[src/rtl/adc_serial_emulator.sv]
// adc_serial_emulator: responder end of the pixel ADC serial link.
// Synchronises adc_cs/adc_sclk/ccd_sh and shifts pattern words out MSB first.
//
// Ports:
//   clk_160M    in  system clock
//   rst         in  synchronous active-high reset
//   en          in  0 ignores the pins, holds the FSM idle and adc_sdo low
//   mode        in  0 ramp, 1 const, 2 line ramp, 3 alternating const/~const
//   const_val   in  constant word for modes 1 and 3
//   ccd_sh      in  CCD shift gate, a rising edge clears the line ramp
//   adc_cs      in  active-low frame select from the master
//   adc_sclk    in  serial clock from the master, idle low
//   adc_sdo     out serial data, updated on synced sclk falling edges
//   sample_out  out word latched at the start of the current/last frame
//   frame_done  out 1-cycle pulse after a complete frame
//   short_frame out 1-cycle pulse when cs is released early
//   frame_cnt   out completed frames, wrapping
module adc_serial_emulator #(
    parameter int              WIDTH     = 16,
    parameter int              SYNC_FF   = 2,
    parameter logic [WIDTH-1:0] RAMP_STEP = 1
) (
    input  logic             clk_160M,
    input  logic             rst,
    input  logic             en,
    input  logic [1:0]       mode,
    input  logic [WIDTH-1:0] const_val,
    input  logic             ccd_sh,
    input  logic             adc_cs,
    input  logic             adc_sclk,
    output logic             adc_sdo,
    output logic [WIDTH-1:0] sample_out,
    output logic             frame_done,
    output logic             short_frame,
    output logic [15:0]      frame_cnt
);

    localparam int CW = $clog2(WIDTH + 1);

    typedef enum logic [1:0] {
        ST_IDLE,
        ST_SHIFT,
        ST_DONE
    } state_t;

    state_t state_q, state_d;

    logic [SYNC_FF-1:0] cs_sync_q, cs_sync_d;
    logic [SYNC_FF-1:0] sclk_sync_q, sclk_sync_d;
    logic [SYNC_FF-1:0] sh_sync_q, sh_sync_d;
    logic cs_prev_q, cs_prev_d;
    logic sclk_prev_q, sclk_prev_d;
    logic sh_prev_q, sh_prev_d;

    logic [WIDTH-1:0] shreg_q, shreg_d;
    logic [CW-1:0]    bitcnt_q, bitcnt_d;
    logic             sdo_q, sdo_d;
    logic [WIDTH-1:0] sample_q, sample_d;
    logic             frame_done_q, frame_done_d;
    logic             short_frame_q, short_frame_d;
    logic [15:0]      frame_cnt_q, frame_cnt_d;
    logic [WIDTH-1:0] ramp_q, ramp_d;
    logic [WIDTH-1:0] line_q, line_d;
    logic             phase_q, phase_d;

    logic cs_s, sclk_s, sh_s;
    logic cs_fall, cs_rise, sclk_fall, sh_rise;
    logic complete;
    logic [WIDTH-1:0] word_sel;

    assign cs_s   = cs_sync_q[SYNC_FF-1];
    assign sclk_s = sclk_sync_q[SYNC_FF-1];
    assign sh_s   = sh_sync_q[SYNC_FF-1];

    assign cs_fall   = cs_prev_q & ~cs_s;
    assign cs_rise   = ~cs_prev_q & cs_s;
    assign sclk_fall = sclk_prev_q & ~sclk_s;
    assign sh_rise   = ~sh_prev_q & sh_s;

    always_comb begin
        word_sel = ramp_q;
        unique case (mode)
            2'd0: word_sel = ramp_q;
            2'd1: word_sel = const_val;
            2'd2: word_sel = line_q;
            2'd3: word_sel = phase_q ? ~const_val : const_val;
        endcase
    end

    always_comb begin
        cs_sync_d     = {cs_sync_q[SYNC_FF-2:0], adc_cs};
        sclk_sync_d   = {sclk_sync_q[SYNC_FF-2:0], adc_sclk};
        sh_sync_d     = {sh_sync_q[SYNC_FF-2:0], ccd_sh};
        cs_prev_d     = cs_s;
        sclk_prev_d   = sclk_s;
        sh_prev_d     = sh_s;
        state_d       = state_q;
        shreg_d       = shreg_q;
        bitcnt_d      = bitcnt_q;
        sdo_d         = sdo_q;
        sample_d      = sample_q;
        frame_done_d  = 1'b0;
        short_frame_d = 1'b0;
        frame_cnt_d   = frame_cnt_q;
        ramp_d        = ramp_q;
        line_d        = line_q;
        phase_d       = phase_q;
        complete      = 1'b0;

        if (!en) begin
            state_d = ST_IDLE;
            sdo_d   = 1'b0;
        end else begin
            unique case (state_q)
                ST_IDLE: begin
                    sdo_d = 1'b0;
                    if (cs_fall) begin
                        shreg_d  = word_sel;
                        sample_d = word_sel;
                        sdo_d    = word_sel[WIDTH-1];
                        bitcnt_d = CW'(1);
                        state_d  = ST_SHIFT;
                    end
                end
                ST_SHIFT: begin
                    if (cs_rise) begin
                        // A last sclk fall landing with the cs rise still
                        // means every bit was presented to the master.
                        if (sclk_fall && bitcnt_q == CW'(WIDTH)) begin
                            complete = 1'b1;
                        end else begin
                            short_frame_d = 1'b1;
                        end
                        sdo_d   = 1'b0;
                        state_d = ST_IDLE;
                    end else if (sclk_fall) begin
                        if (bitcnt_q == CW'(WIDTH)) begin
                            sdo_d   = 1'b0;
                            state_d = ST_DONE;
                        end else begin
                            shreg_d  = shreg_q << 1;
                            sdo_d    = shreg_q[WIDTH-2];
                            bitcnt_d = bitcnt_q + CW'(1);
                        end
                    end
                end
                ST_DONE: begin
                    sdo_d = 1'b0;
                    if (cs_rise) begin
                        complete = 1'b1;
                        state_d  = ST_IDLE;
                    end
                end
                default: begin
                    sdo_d   = 1'b0;
                    state_d = ST_IDLE;
                end
            endcase
        end

        if (complete) begin
            frame_done_d = 1'b1;
            frame_cnt_d  = frame_cnt_q + 16'd1;
            unique case (mode)
                2'd0: ramp_d  = ramp_q + RAMP_STEP;
                2'd1: ramp_d  = ramp_q;
                2'd2: line_d  = line_q + WIDTH'(1);
                2'd3: phase_d = ~phase_q;
            endcase
        end

        // Placed after the advance so a coincident clear wins.
        if (en && sh_rise) begin
            line_d = '0;
        end
    end

    always_ff @(posedge clk_160M) begin
        if (rst) begin
            cs_sync_q     <= '1;
            sclk_sync_q   <= '0;
            sh_sync_q     <= '0;
            cs_prev_q     <= 1'b1;
            sclk_prev_q   <= 1'b0;
            sh_prev_q     <= 1'b0;
            state_q       <= ST_IDLE;
            shreg_q       <= '0;
            bitcnt_q      <= '0;
            sdo_q         <= 1'b0;
            sample_q      <= '0;
            frame_done_q  <= 1'b0;
            short_frame_q <= 1'b0;
            frame_cnt_q   <= '0;
            ramp_q        <= '0;
            line_q        <= '0;
            phase_q       <= 1'b0;
        end else begin
            cs_sync_q     <= cs_sync_d;
            sclk_sync_q   <= sclk_sync_d;
            sh_sync_q     <= sh_sync_d;
            cs_prev_q     <= cs_prev_d;
            sclk_prev_q   <= sclk_prev_d;
            sh_prev_q     <= sh_prev_d;
            state_q       <= state_d;
            shreg_q       <= shreg_d;
            bitcnt_q      <= bitcnt_d;
            sdo_q         <= sdo_d;
            sample_q      <= sample_d;
            frame_done_q  <= frame_done_d;
            short_frame_q <= short_frame_d;
            frame_cnt_q   <= frame_cnt_d;
            ramp_q        <= ramp_d;
            line_q        <= line_d;
            phase_q       <= phase_d;
        end
    end

    assign adc_sdo     = sdo_q;
    assign sample_out  = sample_q;
    assign frame_done  = frame_done_q;
    assign short_frame = short_frame_q;
    assign frame_cnt   = frame_cnt_q;

endmodule
[config.mk]
export PLATFORM = sky130hd
export DESIGN_NAME = adc_serial_emulator
export DESIGN_NICKNAME = d
export VERILOG_FILES = /design/src/rtl/adc_serial_emulator.sv
export SDC_FILE = /design/constraint.sdc
export NUM_CORES = 1
export LEC_CHECK = 0
export ABC_CLOCK_PERIOD_IN_PS = 1980
export CAP_MARGIN = 0
export CORE_MARGIN = 5
export CORE_UTILIZATION = 50
export DETAILED_ROUTE_END_ITERATION = 8
export HOLD_SLACK_MARGIN = 0.05
export PLACE_DENSITY = 0.78
export SYNTH_ARGS = -nofsm -noshare
export SYNTH_HDL_FRONTEND = slang
export SYNTH_SLANG_ARGS = --single-unit
export TNS_END_PERCENT = 100
[constraint.sdc]
create_clock -name clk_160M -period 1.98 [get_ports clk_160M]
set_input_delay 0.396 -clock clk_160M [delete_from_list [all_inputs] [get_ports clk_160M]]
set_output_delay 0.396 -clock clk_160M [all_outputs]
set_load 0.01 [all_outputs]
==> results of run 1 <==
-- state kept, by name, summed over array words and instances, names as in the netlist --
| register | flops |
|---|---|
| frame_cnt | 16 |
| line_q | 16 |
| ramp_q | 16 |
| sample_out | 16 |
| shreg_q | 15 |
| bitcnt_q | 5 |
| cs_sync_q | 2 |
| sclk_sync_q | 2 |
| sh_sync_q | 2 |
| state_q | 2 |
| adc_sdo | 1 |
| cs_prev_q | 1 |
| frame_done | 1 |
| phase_q | 1 |
| sclk_prev_q | 1 |
| sh_prev_q | 1 |
| short_frame | 1 |
-- power by group through the flow --
stage	logic [W]	clock network (W)	registers, W
floorplan	0.000160	0	0.00208
global placement	0.000299	0	0.00207
detailed placement	0.000305	0	0.00207
CTS	0.000306	0.00148	0.00203
global route	0.000335	0.00156	0.00203
finish	0.000309	0.00144	0.00203
-- final timing paths --
path | to | slack, ns | cells past startpoint
max | frame_cnt[6]$_SDFFE_PP0P_ | 0.08 | 7
min | sclk_sync_q[1]$_SDFF_PP0_ | 0.45 | 1
max reg2reg | frame_cnt[6]$_SDFFE_PP0P_ | 0.08 | 7
min reg2reg | sclk_sync_q[1]$_SDFF_PP0_ | 0.45 | 1
-- synth_stat cells, types with 3 or more instances --
master / n
dfxtp_1: 99
nor2_1: 82
xor2_1: 40
nand2_1: 35
nand3_1: 23
nor3_1: 22
xnor2_1: 20
o21ai_0: 19
mux2i_1: 18
a21oi_1: 17
clkbuf_1: 16
nand4_1: 15
and3_1: 12
mux2_2: 11
nor2b_1: 10
o2bb2ai_2: 10
buf_2: 9
inv_1: 9
ha_1: 8
or3_1: 7
a211oi_1: 6
and4_1: 6
buf_4: 5
nand2b_1: 5
nor4_1: 5
nand4b_1: 4
o2bb2ai_1: 4
a31o_2: 3
nor3b_1: 3
o21a_1: 3
or2_2: 3
-- layer usage --
metal | share of wire, % | GRT usage, % | vias up
li1 | - | - | 2057
met1 | 42 | 24.9 | 1978
met2 | 51 | 35.1 | 115
met3 | 4.8 | 4.60 | 24
met4 | 2.1 | 7.66 | 0
met5 | 0 | 0 | -
-- final cells by class --
class                           count  share of cell area, %
Multi-Input combinational cell    408                   44.9
Tap cell                          133                   2.71
Sequential cell                    99                   32.4
Timing Repair Buffer               99                   15.8
Inverter                            9                  0.551
Clock buffer                        9                   2.02
Clock inverter                      7                   1.61
-- kinds of logic after synthesis --
logic type | after synthesis | share of synthesized area (%)
AOI/OAI and AO/OA | 67 | 10.3
xor gates and xnor gates | 60 | 10.8
adders and majority gates | 8 | 2.06
buffers and inverters | 42 | 4.02
DFF | 99 | 40.8
muxes | 29 | 6.26
and+or+nand+nor | 244 | 25.8
-- cell usage in the layout, fill, tap and decap left out, drive strengths merged, types with 3 or more instances in the layout --
cell type and count:
nor3 22, nor4 7, clkdlybuf4s50 57, and4 6, a31o 3, ha 8, or3 7, dfxtp 99
a211oi 6, nand2 35, o21a 3, nor2 82, mux2 11, nor2b 10, nand4 16, nand4b 4
o2bb2ai 14, clkbuf 9, xor2 40, inv 11, and3 12, a21oi 17, xnor2 20, nand2b 5
nand3 24, buf 42, or2 3, o21ai 19, mux2i 18, nor3b 3
-- timing repair --
| action | 4_1_cts | 5_1_grt |
|---|---|---|
| pin swaps | 0 | 1 |
| resized for setup | 1 | 15 |
| endpoints found under the setup margin | 1 | 48 |
| buffers inserted | 0 | 1 |
-- per-stage QoR --
step           TNS (ns)  instance area [sq um]  util (%)  cells
2_1_floorplan         0                   4860         -    549
3_3_place_gp      -2.97                   5830      60.5    747
3_5_place_dp      -4.83                   5830      60.5    747
4_1_cts               0                   6060      62.8    763
5_1_grt          -0.164                   6140      63.7    764
6_report              0                   6140      63.7    764
==> reports/qor.yml, run 1 <==
power_and_ir_drop:
  power_density_nw_per_um2: 616
  comb_power_share_pct: 8.2
  power_w: 0.00378
  vdd_drop_max_uv: 504
  p_seq_share_pct: 53.7
  p_leak_nw: 2.21
  power.clock.fraction_pct: 38.1
  switching_share_pct: 23.6
  internal_power_w: 0.00289
  p_sw_w: 0.000891
routing:
  antenna_left: 0
  firstDrtPassIters: 5
  drc: 0
  first_iter_violations: 159
  via_per_inst: 5.46
  wl_per_cell_um: 15.0
  wl_um: 11400
  vias: 4174
timing:
  finalCriticalPeriod_ns: 1.90
  drv_slew: 0
  setup_viol: 0
  hold_slack_ns: 0.445
  worst_slack_ns: 0.0827
  worst_slew_pin_slew_ns: 0.372
  period_share_pct: 95.8
  fmax_mhz: 527
  clock_skew_ns: 0.0131
  slew_headroom_pct: 74.6
  hold_violations: 0
  rsz0062_at_grt: "true"
critical_path:
  end_kind: "flop"
  slowest_stage: "dfxtp_2"
  crit_start: "state_q[1]$_SDFFE_PP0P_"
  path_cells: "inv_1 > ha_1 > nand4b_1 > buf_4 > nor4_1 > xnor2_1 > nor2_1"
  path_max_fanout: 9
  worstPathRequired_ns: 2.23
  cp-start-kind: "flop"
  criticalPathCategory: "reg2reg"
  path_buf_inv: 2
  critPathMaxStageDelay_ns: 0.36
  r2r-start: "state_q[1]$_SDFFE_PP0P_"
  cp_data_arrival_time_ns: 2.15
  critPathTopFamily: "simple AND/OR/NAND/NOR gates"
clocking:
  clk_pin_slew_worst_paths_ns: 0.10
  holdBufCountCts: 0
  cts_buffers: 9
  clock_latency_ns: 0.37
  cts_buffer_depth: 2
  h-tree-depth: 3
  clockRootBuffer: "clkbuf_8"
  tritoncts: "yes"
  clkSinkCount: 99
die:
  dieArea_sq_um: 11800
  rows: 36
  start_util_pct: 50.4
  core_sq_um: 9640
  die_x_um: 109
  io_pins: 59
  die_h_um: 109
cells_and_area:
  areaGrowthSynthToFinish_pct: 26.3
  multi_input_area_sq_um: 2760
  regArea_sq_um: 1990
  drive_above_1_share_pct: 16.6
  nFillCells: 808
  antennaDiodeCount: 0
  nets: 658
placement:
  portBuffers: 58
  dp_hpwl_um: 8410
  gp_congestion: 0.915
  dpl_worst_slack_ns: -0.192
grt:
  grt_overflow_total: 0
  antenna_found_initial: 0
  first_global_vias: 4100
  grt_usage_pct: 20.4
  grt_max_degree: 35
  grt_pass1_wl_um: 19400
run_status:
  status: "finished clean"
synth:
  synth_cells: 549
  synth_edf_count: 0
  async_reset_ff_share_pct: 0
  yosysWarnings: 0
  synth_seq_cells: 99
  syn_area_per_cell_sq_um: 8.85
  synth_sequential_area_ratio_pct: 40.8
  yosysTopAreaCellShare_pct: 40.8
  syn_nets: 581
  synth_top_cell_by_area: "dfxtp_1"
  synthesis.area_sq_um: 4860
  synth_ff_type: "dfxtp_1"
  synth.area.top_cells: "dfxtp_1 (41%), xor2_1 (7.2%), nor2_1 (6.3%)"
  synth_cell_types: 46
hold_path:
  worstHoldPathType: "reg2reg"
  min_from: "sclk_sync_q[0]$_SDFF_PP0_"
flow_run:
  drv_cap: 0
(Power assumes the default switching activity.)
==> run 2: changes to the inputs <==
--- a/config.mk
+++ b/config.mk
@@ -11,7 +11,7 @@
 export CORE_UTILIZATION = 50
 export DETAILED_ROUTE_END_ITERATION = 8
 export HOLD_SLACK_MARGIN = 0.05
-export PLACE_DENSITY = 0.78
+export PLACE_DENSITY = 0.73
 export SYNTH_ARGS = -nofsm -noshare
 export SYNTH_HDL_FRONTEND = slang
 export SYNTH_SLANG_ARGS = --single-unit
==> run 2 against run 1 <==
Sequential power about the same. Count of clock-buffer cells in the layout increased by 2. Die area unchanged. Fmax decreased by 1.7%. First-iteration DRC count increased by 43%. Core utilization increased by 0.36 points. Setup slack got worse by 0.034 ns. Global-route usage increased by 0.54 points. Power decreased by 1.6%. Routed wire length increased by 5.3%. Critical path type unchanged. Critical endpoint is now ramp_q[9]$_SDFFE_PP0P_.
==> reports/qor.yml, run 2 (synthesized netlist as in run 1, its figures left out) <==
run_status:
  status: "finished clean"
grt:
  grt_pass1_wl_um: 19800
  grt_max_degree: 66
  grt_usage_pct: 21.0
  first_global_vias: 4117
  antenna_found_initial: 0
  grt_overflow_total: 0
placement:
  gp_congestion: 0.917
  portBuffers: 58
  dp_hpwl_um: 8720
  place_area_sq_um: 5850
critical_path:
  worstPathRequired_ns: 2.23
  crit_start: "state_q[1]$_SDFFE_PP0P_"
  cp-start-kind: "flop"
  rr_endpoint: "ramp_q[9]$_SDFFE_PP0P_"
  end_kind: "flop"
  r2r_cells: 8
  path_cells: "inv_2 > ha_4 > nand4b_1 > nor4_2 > buf_4 > nand4_1 > xor2_1 > nor2_1"
  endpoint: "ramp_q[9]$_SDFFE_PP0P_"
  path_buf_inv: 2
  critPathMaxStageDelay_ns: 0.42
  path_max_fanout: 5
  r2r-start: "state_q[1]$_SDFFE_PP0P_"
  cp_data_arrival_time_ns: 2.18
  rrSetupSlack_ns: 0.05
  slowest_stage: "nor4_2"
  criticalPathCategory: "reg2reg"
  cp.depth: 8
  critPathTopFamily: "simple AND/OR/NAND/NOR gates"
timing:
  finalCriticalPeriod_ns: 1.93
  hold_violations: 0
  drv_slew: 0
  period_share_pct: 97.5
  hold_slack_ns: 0.422
  fmax_mhz: 518
  rsz0062_at_grt: "true"
  worst_slew_pin_slew_ns: 0.369
  clock_skew_ns: 0.0117
  slew_headroom_pct: 74.8
  setup_viol: 0
clocking:
  cts_buffer_depth: 2
  clock_latency_ns: 0.36
  tritoncts: "yes"
  holdBufCountCts: 0
  cts_buffers: 9
  clk_pin_slew_worst_paths_ns: 0.09
  clockRootBuffer: "clkbuf_8"
  h-tree-depth: 3
  clkSinkCount: 99
die:
  io_pins: 59
  start_util_pct: 50.4
  core_sq_um: 9640
  die_x_um: 109
  dieArea_sq_um: 11800
  die_h_um: 109
  rows: 36
routing:
  drc: 0
  wl_per_cell_um: 15.8
  vias: 4155
  wl_um: 12000
  antenna_left: 0
  first_iter_violations: 228
  firstDrtPassIters: 5
  via_per_inst: 5.44
hold_path:
  worstHoldPathType: "reg2reg"
cells_and_area:
  drive_above_1_share_pct: 17.1
  nets: 658
  stdcell_area_sq_um: 6170
  layout.cells.most_common: "dfxtp_1"
  layout_common_cells: "dfxtp_1 (95), nor2_1 (82), clkdlybuf4s50_1 (57)"
  final_core_util_pct: 64.0
  antennaDiodeCount: 0
  areaGrowthSynthToFinish_pct: 27.0
power_and_ir_drop:
  vdd_drop_max_uv: 420
  p_leak_nw: 2.22
  power_density_nw_per_um2: 602
flow_run:
  drv_cap: 0
run 2: what timing repair did:
item,CTS,global route
cloned,0,0
gates resized for setup,4,17
setup buffers,0,2
setup endpoints to repair,3,49
pin swaps,0,1
run 2: through the flow:
step | TNS [ns] | cells | setup WS, ns | total power [W]
after global placement | -4.67 | 746 | -0.235 | 0.00238
after floorplan | 0 | 549 | 0.150 | 0.00224
after global routing | -0.0417 | 764 | -0.0261 | 0.00387
final | 0 | 764 | 0.0492 | 0.00372
after detailed placement | -5.21 | 746 | -0.238 | 0.00239
after CTS | 0 | 762 | 0.0279 | 0.00373
run 2: worst min-delay path by stage:
stage,from,to,slack [ns],cells after the start
floorplan,cs_sync_q[0]$_SDFF_PP1_,cs_sync_q[1]$_SDFF_PP1_,0.39,1
global placement,cs_sync_q[0]$_SDFF_PP1_,cs_sync_q[1]$_SDFF_PP1_,0.39,1
detailed placement,cs_sync_q[0]$_SDFF_PP1_,cs_sync_q[1]$_SDFF_PP1_,0.41,1
CTS,cs_sync_q[0]$_SDFF_PP1_,cs_sync_q[1]$_SDFF_PP1_,0.43,1
global route,cs_sync_q[0]$_SDFF_PP1_,cs_sync_q[1]$_SDFF_PP1_,0.45,1
finish,cs_sync_q[0]$_SDFF_PP1_,cs_sync_q[1]$_SDFF_PP1_,0.42,1
run 2: where the power goes:
group	total (W)	internal, W	switching (W)
Clock	0.00137	0.000658	0.000710
Combinational	0.000319	0.000157	0.000163
Sequential	0.00203	0.00201	0.0000147
Total	0.00372	0.00283	0.000888
run 2: layout make-up:
class | count | area (sq um)
Fill cell | 820 | 3470
Inverter | 9 | 33.8
Multi-Input combinational cell | 408 | 2770
Sequential cell | 99 | 1990
Clock inverter | 5 | 60.1
Clock buffer | 11 | 151
Timing Repair Buffer | 99 | 1000
Tap cell | 133 | 166
run 2: metal layers:
layer	part of all wire, %	track usage, %
met1	46	28.1
met2	47	34.2
met3	5.1	3.88
met4	2.0	6.58
met5	0	0
==> run 3: changes to the inputs <==
--- a/config.mk
+++ b/config.mk
@@ -8,10 +8,9 @@
 export ABC_CLOCK_PERIOD_IN_PS = 1980
 export CAP_MARGIN = 0
 export CORE_MARGIN = 5
-export CORE_UTILIZATION = 50
+export CORE_UTILIZATION = 43
 export DETAILED_ROUTE_END_ITERATION = 8
 export HOLD_SLACK_MARGIN = 0.05
-export PLACE_DENSITY = 0.73
 export SYNTH_ARGS = -nofsm -noshare
 export SYNTH_HDL_FRONTEND = slang
 export SYNTH_SLANG_ARGS = --single-unit
==> run 3 against run 2 <==
Cell count rose by 0.79%. Global-route usage fell by 2.5 points. Core utilization shrank 7.0 points. Setup slack improved by 0.064 ns. Power is 13% higher. Combinational power about the same. Die area up 15%. Critical endpoint is now shreg_q[8]$_SDFFE_PP0P_. Highest routed layer unchanged.
==> reports/qor.yml, run 3 (synthesized netlist as in run 1, its figures left out) <==
cells_and_area:
  areaGrowthSynthToFinish_pct: 28.2
  nets: 657
  final_core_util_pct: 57.0
  layout.cells.most_common: "dfxtp_1"
  layout_common_cells: "dfxtp_1 (95), nor2_1 (82), clkdlybuf4s50_1 (57)"
  antennaDiodeCount: 0
  drive_above_1_share_pct: 16.2
timing:
  hold_violations: 0
  clock_skew_ns: 0.00720
  finalCriticalPeriod_ns: 1.87
  setup_viol: 0
  slew_headroom_pct: 74.0
  period_share_pct: 94.3
  drv_slew: 0
  rsz0062_at_grt: "false"
  worst_slack_ns: 0.113
  fmax_mhz: 536
  worst_slew_pin_slew_ns: 0.388
clocking:
  clkSinkCount: 99
  h-tree-depth: 3
  clock_latency_ns: 0.35
  clockRootBuffer: "clkbuf_16"
  clk_pin_slew_worst_paths_ns: 0.07
  cts_buffers: 9
  cts_buffer_depth: 2
  holdBufCountCts: 0
  tritoncts: "yes"
  postCtsSetupBuffers: 0
critical_path:
  rr_endpoint: "shreg_q[8]$_SDFFE_PP0P_"
  r2r-start: "bitcnt_q[0]$_SDFFE_PP0P_"
  worstPathRequired_ns: 2.27
  critPathMaxStageDelay_ns: 0.42
  cp.depth: 7
  endpoint: "shreg_q[8]$_SDFFE_PP0P_"
  criticalPathCategory: "reg2reg"
  rrSetupSlack_ns: 0.11
  cp-start-kind: "flop"
  path_max_fanout: 14
  r2r_cells: 7
  end_kind: "flop"
  path_buf_inv: 2
  cp_data_arrival_time_ns: 2.16
  critPathTopFamily: "simple AND/OR/NAND/NOR gates"
  slowest_stage: "or3_4"
  crit_start: "bitcnt_q[0]$_SDFFE_PP0P_"
  path_cells: "inv_1 > ha_1 > and4bb_4 > o21a_1 > or3_4 > buf_12 > o2bb2ai_2"
die:
  start_util_pct: 44.4
  rows: 38
  io_pins: 59
  core_sq_um: 10900
  dieArea_sq_um: 13500
  die_x_um: 116
  die_h_um: 116
routing:
  wl_um: 12000
  drc: 0
  vias: 4109
  wl_per_cell_um: 15.6
  antenna_left: 0
  via_per_inst: 5.34
  firstDrtPassIters: 4
  first_iter_violations: 260
placement:
  dp_hpwl_um: 8680
  portBuffers: 58
  gp_congestion: 0.844
  dpl_worst_slack_ns: -0.173
flow_run:
  drv_cap: 0
power_and_ir_drop:
  power_density_nw_per_um2: 671
  switching_share_pct: 22.3
  internal_power_w: 0.00325
  comb_power_share_pct: 7.6
  power.clock.fraction_pct: 43.9
  vdd_drop_max_uv: 400
  p_seq_share_pct: 48.5
  power_w: 0.00418
  p_leak_nw: 2.25
  p_sw_w: 0.000934
grt:
  grt_pass1_wl_um: 19800
  grt_usage_pct: 18.5
  antenna_found_initial: 0
  grt_overflow_total: 0
  grt_max_degree: 66
  first_global_vias: 4009
run_status:
  status: "finished clean"
hold_path:
  worstHoldPathType: "reg2reg"
==> run 3: cell type report <==
| cell class | instances | area (sq um) |
|---|---|---|
| clock buffers | 12 | 267 |
| clock inverters | 4 | 47.5 |
| fillers | 1010 | 4700 |
| inverters | 9 | 33.8 |
| multi-input cells | 408 | 2750 |
| flip-flops and latches | 99 | 1990 |
| well taps | 140 | 175 |
| repair buffers | 98 | 967 |
==> run 3: how the worst min path moves through the flow <==
stage	startpoint	endpoint	slack (ns)	cells past startpoint
2_1_floorplan	cs_sync_q[0]$_SDFF_PP1_	cs_sync_q[1]$_SDFF_PP1_	0.39	1
3_3_place_gp	cs_sync_q[0]$_SDFF_PP1_	cs_sync_q[1]$_SDFF_PP1_	0.40	1
3_5_place_dp	cs_sync_q[0]$_SDFF_PP1_	cs_sync_q[1]$_SDFF_PP1_	0.40	1
4_1_cts	cs_sync_q[0]$_SDFF_PP1_	cs_sync_q[1]$_SDFF_PP1_	0.42	1
5_1_grt	cs_sync_q[0]$_SDFF_PP1_	cs_sync_q[1]$_SDFF_PP1_	0.44	1
6_report	cs_sync_q[0]$_SDFF_PP1_	cs_sync_q[1]$_SDFF_PP1_	0.41	1
==> run 3: stage by stage <==
| step | setup TNS, ns | hold WS (ns) | area (sq um) | cells |
|---|---|---|---|---|
| 3_5_place_dp | -3.59 | 0.399 | 5840 | 754 |
| 3_3_place_gp | -2.47 | 0.402 | 5840 | 754 |
| 5_1_grt | 0 | 0.437 | 6230 | 770 |
| 2_1_floorplan | 0 | 0.389 | 4860 | 549 |
| 4_1_cts | 0 | 0.421 | 6150 | 770 |
| 6_report | 0 | 0.415 | 6230 | 770 |
==> run 3: power groups by stage <==
stage	combinational (W)	clock (W)	sequential, W
2_1_floorplan	0.000160	0	0.00208
3_3_place_gp	0.000311	0	0.00207
3_5_place_dp	0.000312	0	0.00207
4_1_cts	0.000314	0.00188	0.00203
5_1_grt	0.000345	0.00196	0.00203
6_report	0.000317	0.00183	0.00203
==> run 3: metal layers <==
metal  vias to the layer above  track usage [%]  part of all wire (%)
met4                         0             7.35                   1.7
met2                        79             29.7                    46
met5                         -                0                     0
met3                        16             3.58                   4.9
li1                       2059                -                     -
met1                      1955             24.6                    47
==> run 3: repair_timing <==
| action | CTS | global route |
|---|---|---|
| endpoints found under the hold margin | 0 | 0 |
| endpoints found under the setup margin | 0 | 29 |
| gates resized for setup | 0 | 16 |
